`src/rtl/rv32i_types.sv`:
```
// rv32i_types: shared widths, store-width encoding and address helpers
package rv32i_types;

    localparam int XLEN = 32;

    typedef logic [XLEN-1:0] rv32i_word;

    typedef enum logic [2:0] {
        SB = 3'b000,
        SH = 3'b001,
        SW = 3'b010
    } store_funct3_t;

    function automatic rv32i_word word_align(rv32i_word a);
        return {a[XLEN-1:2], 2'b00};
    endfunction

endpackage

```
`src/rtl/dmem_req_ctrl_if.sv`:
```
// dmem_req_ctrl_if: data-memory request/response bus between MEM stage and memory
interface dmem_req_ctrl_if;
    import rv32i_types::*;

    logic      dmem_read;
    logic      dmem_write;
    rv32i_word dmem_address;
    rv32i_word dmem_wdata;
    logic [3:0] dmem_mbe;
    rv32i_word dmem_rdata;
    logic      dmem_resp;

    modport master (
        output dmem_read,
        output dmem_write,
        output dmem_address,
        output dmem_wdata,
        output dmem_mbe,
        input  dmem_rdata,
        input  dmem_resp
    );

    modport slave (
        input  dmem_read,
        input  dmem_write,
        input  dmem_address,
        input  dmem_wdata,
        input  dmem_mbe,
        output dmem_rdata,
        output dmem_resp
    );

endinterface

```
`src/rtl/dmem_store_align.sv`:
```
// dmem_store_align: byte enables and lane-shifted write data for a store
module dmem_store_align
    import rv32i_types::*;
(
    input  logic [2:0] funct3,
    input  logic [1:0] off,
    input  rv32i_word  store_data,
    output logic [3:0] mbe,
    output rv32i_word  wdata
);

    logic [3:0] base;

    // unknown widths act as SW; enables past lane 3 fall off the top
    always_comb begin
        base  = (store_funct3_t'(funct3) == SB) ? 4'b0001 :
                (store_funct3_t'(funct3) == SH) ? 4'b0011 : 4'b1111;
        mbe   = base << off;
        wdata = store_data << {off, 3'b000};
    end

endmodule

```
`src/rtl/dmem_req_ctrl.sv`:
```
// dmem_req_ctrl: MEM-stage data-memory initiator with stall and result capture
module dmem_req_ctrl
    import rv32i_types::*;
(
    input  logic                  clk,
    input  logic                  rst,
    input  logic                  mem_read,
    input  logic                  mem_write,
    input  logic [2:0]            funct3,
    input  rv32i_word             addr,
    input  rv32i_word             store_data,
    input  logic                  advance,
    output logic                  stall,
    output rv32i_word             rdata_out,
    output logic [1:0]            bit_shift_out,
    output rv32i_word             orig_addr_out,
    dmem_req_ctrl_if.master       bus
);

    typedef enum logic [1:0] {
        IDLE = 2'b00,
        BUSY = 2'b01,
        DONE = 2'b10
    } dmem_state_t;

    dmem_state_t state;
    logic        req;
    logic [3:0]  st_mbe;
    rv32i_word   st_wdata;

    assign req = mem_read | mem_write;

    dmem_store_align u_align (
        .funct3     (funct3),
        .off        (addr[1:0]),
        .store_data (store_data),
        .mbe        (st_mbe),
        .wdata      (st_wdata)
    );

    // hold the pipeline while a request is about to issue or is outstanding
    always_comb begin
        stall = (state == BUSY) || (state == IDLE && req);
    end

    // request FSM: issue, wait for resp, then wait for the pipeline to move
    always_ff @(posedge clk) begin
        if (rst) begin
            state            <= IDLE;
            bus.dmem_read    <= 1'b0;
            bus.dmem_write   <= 1'b0;
            bus.dmem_address <= '0;
            bus.dmem_wdata   <= '0;
            bus.dmem_mbe     <= '0;
            rdata_out        <= '0;
            bit_shift_out    <= '0;
            orig_addr_out    <= '0;
        end else begin
            case (state)
                IDLE: if (req) begin
                    state            <= BUSY;
                    bus.dmem_write   <= mem_write;
                    bus.dmem_read    <= ~mem_write;
                    bus.dmem_address <= word_align(addr);
                    bus.dmem_wdata   <= mem_write ? st_wdata : '0;
                    bus.dmem_mbe     <= mem_write ? st_mbe : 4'b1111;
                    bit_shift_out    <= addr[1:0];
                    orig_addr_out    <= addr;
                end
                BUSY: if (bus.dmem_resp) begin
                    state          <= DONE;
                    rdata_out      <= bus.dmem_read ? bus.dmem_rdata : rdata_out;
                    bus.dmem_read  <= 1'b0;
                    bus.dmem_write <= 1'b0;
                end
                DONE: if (advance) state <= IDLE;
                default: state <= IDLE;
            endcase
        end
    end

endmodule

```
`src/flat_wrapper.sv`:
```
// flat-port wrapper written by rule: the top's interface ports become plain ports
module dmem_req_ctrl_flat import rv32i_types::*;
  (clk, rst, mem_read, mem_write, funct3, addr, store_data, advance, stall, rdata_out, bit_shift_out, orig_addr_out, bus_dmem_read, bus_dmem_write, bus_dmem_address, bus_dmem_wdata, bus_dmem_mbe, bus_dmem_rdata, bus_dmem_resp);
  dmem_req_ctrl_if bus_i ();
  input  logic clk;
  input  logic rst;
  input  logic mem_read;
  input  logic mem_write;
  input  logic [2:0] funct3;
  input  rv32i_word addr;
  input  rv32i_word store_data;
  input  logic advance;
  output logic stall;
  output rv32i_word rdata_out;
  output logic [1:0] bit_shift_out;
  output rv32i_word orig_addr_out;
  output wire logic [$bits(bus_i.dmem_read)-1:0] bus_dmem_read;
  output wire logic [$bits(bus_i.dmem_write)-1:0] bus_dmem_write;
  output wire logic [$bits(bus_i.dmem_address)-1:0] bus_dmem_address;
  output wire logic [$bits(bus_i.dmem_wdata)-1:0] bus_dmem_wdata;
  output wire logic [$bits(bus_i.dmem_mbe)-1:0] bus_dmem_mbe;
  input wire logic [$bits(bus_i.dmem_rdata)-1:0] bus_dmem_rdata;
  input wire logic [$bits(bus_i.dmem_resp)-1:0] bus_dmem_resp;
  assign bus_dmem_read = bus_i.dmem_read;
  assign bus_dmem_write = bus_i.dmem_write;
  assign bus_dmem_address = bus_i.dmem_address;
  assign bus_dmem_wdata = bus_i.dmem_wdata;
  assign bus_dmem_mbe = bus_i.dmem_mbe;
  assign bus_i.dmem_rdata = bus_dmem_rdata;
  assign bus_i.dmem_resp = bus_dmem_resp;
  dmem_req_ctrl u_core (.clk(clk), .rst(rst), .mem_read(mem_read), .mem_write(mem_write), .funct3(funct3), .addr(addr), .store_data(store_data), .advance(advance), .stall(stall), .rdata_out(rdata_out), .bit_shift_out(bit_shift_out), .orig_addr_out(orig_addr_out), .bus(bus_i));
endmodule
```
`config.mk`:
```
export PLATFORM = sky130hd
export DESIGN_NAME = dmem_req_ctrl_flat
export DESIGN_NICKNAME = d
export VERILOG_FILES = /design/src/rtl/rv32i_types.sv /design/src/rtl/dmem_req_ctrl_if.sv /design/src/rtl/dmem_store_align.sv /design/src/rtl/dmem_req_ctrl.sv /design/src/flat_wrapper.sv
export SDC_FILE = /design/constraint.sdc
export NUM_CORES = 1
export LEC_CHECK = 0
export ABC_AREA = 1
export CORE_MARGIN = 2
export CORE_UTILIZATION = 39
export CTS_CLUSTER_DIAMETER = 60
export DETAILED_ROUTE_END_ITERATION = 6
export PLACE_DENSITY = 0.82
export SLEW_MARGIN = 20
export SYNTH_ARGS = -nofsm -noshare
export SYNTH_HDL_FRONTEND = slang
export SYNTH_SLANG_ARGS = --single-unit
```
`constraint.sdc`:
```
create_clock -name clk -period 1.47 [get_ports clk]
set_input_delay 0.3675 -clock clk [delete_from_list [all_inputs] [get_ports clk]]
set_output_delay 0.3675 -clock clk [all_outputs]
set_load 0.02 [all_outputs]
```
# Word-level counts from Yosys, hierarchy flattened
# Cells that the tools add are included.
dict set report totals {
  regBits 136
  inputBits 105
  out_inout_bits 137
  wordCells 41
}
dict set report classes {
  eq_ne 6
  shift 2
  mux 13
  bitwise_logic 2
  reduce_logical 9
}
# operator n
set op_table {}
lappend op_table {{32-bit two-way mux} 1}
lappend op_table {{32-bit by 5-bit left shift with 32-bit output} 1}
lappend op_table {{4-bit two-way mux} 3}
lappend op_table {{3-bit AND reduction} 3}
lappend op_table {{2-bit two-way mux} 3}
lappend op_table {{2-bit one-hot mux with 3 select lines} 1}
lappend op_table {{2-bit != test, second input constant} 2}
lappend op_table {{1-bit one-hot mux with 2 select lines} 2}
lappend op_table {{4-bit by 2-bit left shift with 4-bit output} 1}
lappend op_table {{3-bit by 1-bit equality test with 1-bit output, second input constant} 1}
lappend op_table {{3-bit zero test} 1}
lappend op_table {{1-bit two-way mux} 3}
lappend op_table {{2-bit by 1-bit equality test with 1-bit output, second input constant} 1}
lappend op_table {{2-bit equality test, second input constant} 1}
lappend op_table {{2-bit zero test} 1}
lappend op_table {{2-bit by 1-bit != test with 1-bit output, second input constant} 1}
lappend op_table {{2-bit AND reduction} 1}
lappend op_table {{2-bit nonzero test} 1}
lappend op_table {{1-bit logical AND} 1}
lappend op_table {{1-bit logical OR} 1}
lappend op_table {{1-bit NOT} 1}
lappend op_table {{1-bit bitwise OR} 1}

# Longest topological paths before layout
# Gate-level depths: netlist of run 1.
dict set report logic_depth {
  word_depth 5
  ltp_mapped 8
  mapped_depth_nobuf 7
}

# Cells and area by module
# A second synthesis of run 1 with hierarchy kept.
dict set report hier_totals {
  cells_unflattened 671
  hier_area_um2 4712.0
}
# mod n_inst cells_each area_per_inst_um2 seq_area_each_um2
set by_module_without_submodules {}
lappend by_module_without_submodules {dmem_req_ctrl 1 496 3905.0 2082.0}
lappend by_module_without_submodules {dmem_store_align 1 175 807.0 0.0}

# Worst setup path after synthesis of run 1
# No wires, ideal clock.
dict set report synth_path {
  path_kind {reg2out}
  startpoint {register u_core.state[1]}
  endpoint {output stall}
  arrival_ns 1.090
  required_ns 1.102
  path_slack_ns 0.013
  stages_incl_launch_ff 6
  path_buffers 2
  cell_sequence {dfxtp_1 > nor2_1 > o21ai_2 > buf_6 > buf_4 > nand2_1}
}
dict set report synth_between {
  elab_chain_len 3
  elab_cells_between_ends 4
  classes_between {eq/ne: 1; reduce/logical: 3}
}
# item line
set synth_rtl {}
lappend synth_rtl {{from (decl)} dmem_req_ctrl.sv:26} ;# dmem_state_t state;
lappend synth_rtl {{from (signal assigned)} dmem_req_ctrl.sv:49} ;# state <= IDLE;
lappend synth_rtl {{from (signal assigned)} dmem_req_ctrl.sv:61} ;# state <= BUSY;
lappend synth_rtl {{from (signal assigned)} dmem_req_ctrl.sv:71} ;# state <= DONE;
lappend synth_rtl {{2-bit zero test} dmem_req_ctrl.sv:43} ;# stall = (state == BUSY) || (state == IDLE && req);
lappend synth_rtl {{1-bit logical AND} dmem_req_ctrl.sv:43}
lappend synth_rtl {{1-bit logical OR *} dmem_req_ctrl.sv:43}
lappend synth_rtl {{to (decl)} flat_wrapper.sv:13} ;# output logic stall;
# Mark *: on every way between the ends. The rest lies on a longest branch, timed or not.

# Worst setup path in the final report of run 1
# Ends and elaborated chain as after synthesis.

==> metrics, run 1 <==
reg2reg start u_core.state[1]; Worst path top cell family by delay flip-flops; Final Net Count 934; global route overflow 0; Slew Viols, Final 0; CTS clk-pin slew, worst paths 70 ps; GP Congestion 0.814; pre-CTS WS -550 ps; Cell Chain, Critical Path nor2_4, buf_6, o21ai_4, nand2_1, buf_6; post-synthesis cell type count 27; peak supply drop 857 uV; Fin Clk Skew 5.94 ps; reg-to-reg endpoint u_core.bus.dmem_wdata[10]; GRT Util Overall 0.213; Hold/Removal Path Class register to register; die span in x 112 um; Tmin final roughly 1500 ps; number of vias per cell 4.82; final WL 13.7 mm; Crit. Startpoint u_core.state[1]; fmax 668 MHz; first-pass GRT wire length 21.6 mm; commonest non-fill, non-tap cells in the layout nand2_1, dlygate4sd2_1, dfxtp_1; clk sink count 104; RSZ-0062 raised after global routing yes; CP Buf/Inv Count 2; FF-to-FF path depth 6; Pre-antenna DRT Iters 5; total number of vias 4709; CP max-delay cell dfxtp_4; Ys Warns 0; Cell Area, Placed 0.00693 mm2; register bit total from synthesis 104; total die area 0.0125 mm2; core area 0.0114 mm2; pin count of the biggest net entering global routing 66; startpoint types register; vias in the first global route 4249; most common cell after layout, fill and taps aside nand2_1; H-Tree Depth 3; num rows 39; post-CTS setup buffer count 0; CP endpoint kind primary output; P_leak ~3.4 nW; worst skew pair latency 340 ps; Crit path required time 1100 ps; Post-DRT Antenna Nets 0; CTS buffer count 9; Final setup violation count 1; fin area approximately 0.0071 mm2; Setup crit end stall; drt wl/cell 14.0 um; failing checks negative setup slack; max-cap viol count 0; 1st-iter DRT viols 349; PD cells 1060 mW/mm2; critical setup path kind register to primary output; Die H 112 um; Final Hold Viols 0; hold_buf cts 0; outcome finished with violations; drt drc 0; layout cells sized above 1 0.0839; flop2flop setup slack ~120 ps; I/O Buffers 239; number of antenna violations at the first check in global routing 0; TritonCTS clock tree yes; largest buffer count on any clock path 2; I/O pin count 242; endpoint arrival time on the critical path 1130 ps; initial core utilization 0.398; Mean Syn Cell Area 7.30 um2; Worst path max stage delay about 360 ps; area growth from synthesis to layout 57.6%; sequential fraction of the synthesis area 0.461; hpwl dp between 9 and 10 mm; Crit Path Max Fanout 3; Root Driver clkbuf_16; Crit. path cell count 5; Tcrit/Tclk final 1.02; Worst Setup Slack, final -26.8 ps; n_diodes 0; Syn Std Cell Area 0.00452 mm2; Post-Syn Instances 619; Worst path most repeated cell buf_6
==> cells by family (layout without fill, tap and decap cells) <==
group	Yosys count	in the layout	share of synthesized area
other	1	2	0.000830
buffers and inverters	89	303	0.125
AO/OA/AOI/OAI	110	110	0.127
flip-flops	104	104	0.461
AND/OR/NAND/NOR	315	315	0.287
==> power by group <==
group | total, W | switching (W) | internal, W
combinational | 0.00176 | 0.000979 | 0.000777
sequential | 0.00311 | 0.000109 | 0.00300
clock | 0.00267 | 0.00107 | 0.00160
==> metal layers <==
layer / track usage / part of all wire
met5: 0 / 0
met3: 0.0523 / 0.078
met2: 0.365 / 0.48
met1: 0.264 / 0.42
met4: 0.0667 / 0.021
==> how the worst min path moves through the flow <==
stage	cells after the start	startpoint	endpoint
floorplan	2	u_core.state[1]	u_core.state[1]
global placement	2	u_core.rdata_out[11]	u_core.rdata_out[11]
detailed placement	2	u_core.rdata_out[20]	u_core.rdata_out[20]
CTS	2	u_core.rdata_out[12]	u_core.rdata_out[12]
global route	2	u_core.rdata_out[11]	u_core.rdata_out[11]
finish	2	u_core.rdata_out[12]	u_core.rdata_out[12]
==> registers in the layout (all words and copies together), names as in the netlist <==
signal and cells:
u_core.bus.dmem_address 1, u_core.state 2, u_core.bus.dmem_write 1, u_core.bus.dmem_wdata 32, u_core.bus.dmem_read 1, u_core.bus.dmem_mbe 4, u_core.orig_addr_out 31, u_core.rdata_out 32
==> layout make-up <==
class | instances | area [um2]
clock buffer | 11 | 253
clock inverter | 5 | 85.1
fill | 1067 | 4250
inverter | 15 | 56.3
multi-input combinational | 427 | 1890
sequential | 104 | 2090
tap | 143 | 179
timing repair buffer | 272 | 2570
==> worst reg2reg max path, cell delays in order, from the launching register on <==
cell and delay, ps:
dfxtp_4 370, nor2_4 40, buf_6 110, o21ai_4 50, clkbuf_8 430, nand2_1 140
a21oi_2 150
==> what timing repair did <==
item | in CTS | in global routing
pin swaps | 0 | 2
setup endpoints to repair | 200 | 42
resized for setup | 141 | 15
==> synth_stat cells (all sizes together) <==
| cell | number | area (um2) |
|---|---|---|
| o21ai | 38 | 194 |
| buf | 55 | 407 |
| clkbuf | 19 | 101 |
| clkinv | 1 | 3.75 |
| nor2 | 75 | 318 |
| a21oi | 70 | 365 |
| nand3b | 1 | 7.51 |
| dfxtp | 104 | 2080 |
| o21a | 2 | 15.0 |
| inv | 14 | 52.6 |
| conb | 1 | 3.75 |
| nand3 | 45 | 230 |
| nand2 | 191 | 722 |
| nand4 | 3 | 18.8 |
==> through the flow <==
| stage | TNS (ps) | power, W | utilization | hold slack, ps | instances |
|---|---|---|---|---|---|
| finish | -26.8 | 0.00753 | 0.626 | 459 | 977 |
| global placement | -33450 | 0.00510 | 0.609 | 449 | 961 |
| CTS | -119 | 0.00760 | 0.624 | 462 | 977 |
| floorplan | 0 | 0.00421 | - | 497 | 620 |
| global route | -78.9 | 0.00789 | 0.626 | 476 | 977 |
| detailed placement | -34400 | 0.00512 | 0.609 | 455 | 961 |
Note: power is estimated with default switching activity, not from simulation.
==> run 2, diff against run 1 <==
- SETUP_SLACK_MARGIN: not set -> 0.3
==> run 2 against run 1 <==
Compared with the run above:
- the flow now finishes without violations
- critical endpoint unchanged
- wire length rose by 21%
- critical path type unchanged
- final cell count up 4.1%
- via count grew 8.5%
- utilization up 11 points
- maximum frequency is 1.9% higher
- global-route usage up 1.2 points
==> metrics, run 2 (synthesis gave the netlist of run 1 again) <==
pin count of the biggest net entering global routing a little under 60; I/O pin count roughly 240; Die H 112 um; Slew Viols, Final 0; Root Driver clkbuf_16; Logic pwr share 0.304; CTS clk-pin slew, worst paths 70 ps; Hold Crit Start rst; P_leak ~3.6 nW; RSZ-0062 raised after global routing yes; drt drc 0; final WL 16.5 mm; Crit Path Max Fanout 2; initial core utilization 0.398; Tmin final 1470 ps; critical setup path kind register to primary output; Final setup violation count 0; total chip power roughly 0.0082 W; Tcrit/Tclk final 0.999; Crit. Startpoint u_core.state[0]; Worst Setup Slack, final approximately 1 ps; GP Congestion 0.792; area growth from synthesis to layout 85.3%; PD cells 976 mW/mm2; CP endpoint kind primary output; layout cells sized above 1 0.457; Post-DRT Antenna Nets 0; total number of vias 5109; peak supply drop 586 uV; global route overflow 0; max-cap viol count 0; drt wl/cell 16.2 um; num rows 39; clock share of power 0.303; Final Hold Viols 0; 1st-iter DRT viols between 300 and 400; hpwl dp 10.2 mm; die span in x 112 um; I/O Buffers 239; TritonCTS clock tree yes; H-Tree Depth 3; GRT Util Overall 0.225; Internal Power 0.00576 W; startpoint types register; Crit path required time 1100 ps; Hold/Removal Path Class input port to register; number of antenna violations at the first check in global routing 1; Top Registers u_core.bus.dmem_wdata: 32 flops, u_core.rdata_out: 32 flops, u_core.orig_addr_out: 31 flops; total die area 0.0125 mm2; number of vias per cell 5.02; Seq pwr share 0.392; Fin Clk Skew 8.64 ps; clk sink count 104; worst skew pair latency between 300 and 400 ps; pre-CTS WS -572 ps; commonest non-fill, non-tap cells in the layout nand2_1, buf_6, clkdlybuf4s50_1; CTS buffer count 9; outcome finished clean; Sw Pwr 0.00242 W; Sw Ratio 0.296; endpoint arrival time on the critical path 1100 ps; Final Net Count between 900 and 1000; core area 0.0114 mm2; first-pass GRT wire length approximately 23 mm; fmax 681 MHz; vias in the first global route approximately 4600; reg2reg start u_core.state[0]; Pre-antenna DRT Iters 5; most common cell after layout, fill and taps aside nand2_1; largest buffer count on any clock path 2
[run 2: cell types whose count changed in the layout (fill, tap and decap cells not counted), sizes merged, moves of 2 or more]
cell           previous run  this run
nor2                     75        78
clkdlybuf4s50           101        99
dlygate4sd2             131         3
buf                      34       196
clkdlybuf4s15             5         0
clkbuf                   12        21
[run 2: path summary, 6_finish.rpt]
path,slack (ps),end,cells past startpoint
worst max-delay path,1,stall,4
worst min-delay path,360,u_core.rdata_out[11],2
worst max register to register,90,u_core.rdata_out[14],9
worst min register to register,470,u_core.rdata_out[3],2
[run 2: power groups by stage]
stage	Combinational, W	Clock, W	Sequential, W
after floorplan	0.000852	0	0.00338
after global placement	0.00191	0	0.00318
after detailed placement	0.00194	0	0.00318
after CTS	0.00208	0.00254	0.00321
after global routing	0.00262	0.00267	0.00323
final	0.00249	0.00248	0.00321
[run 2: area by class of cell]
cell class,instances,area (um2)
Sequential cell,104,2260
Clock buffer,12,256
Multi-Input combinational cell,430,2140
Fill cell,844,2990
Timing Repair Buffer,308,3430
Antenna cell,1,2.50
Inverter,15,62.6
Tap cell,143,179
Clock inverter,4,51.3
[run 2: worst max-delay path, cell delays in order, from the launching register on]
cell and delay (ps):
dfxtp_4 360, nor2_4 150, o21ai_4 80, nand2_4 70
buf_6 100
[run 2: metrics by stage]
stage	hold slack [ps]	TNS (ps)	instance area (um2)	util	cells
after floorplan	498	0	4560	-	620
after global placement	450	-24420	6890	0.606	957
after detailed placement	454	-26800	6890	0.606	957
after CTS	336	-0.0265	7690	0.676	981
after global routing	356	-33.7	8370	0.737	1016
final	357	0	8380	0.737	1017
[run 2: metal layers]
metal	wire, um	global-route usage	vias to the layer above
met2	8500	0.399	258
met5	0	0	-
met4	386	0.0922	0
li1	-	-	2460
met1	6260	0.257	2358
met3	1330	0.0566	33
[run 2: timing repair]
action | CTS | global route
hold endpoints to repair | 0 | 0
hold buffers | 0 | 0
gates resized for setup | 957 | 82
setup buffers | 7 | 20
pin swaps | 40 | 32
endpoints found under the setup margin | 238 | 238
gates cloned | 1 | 15
==> run 3, diff against run 2 <==
- ABC_CLOCK_PERIOD_IN_PS: not set -> 1470
==> results of run 3 <==
Final layout, timing and power as in run 2 (identical DEF).
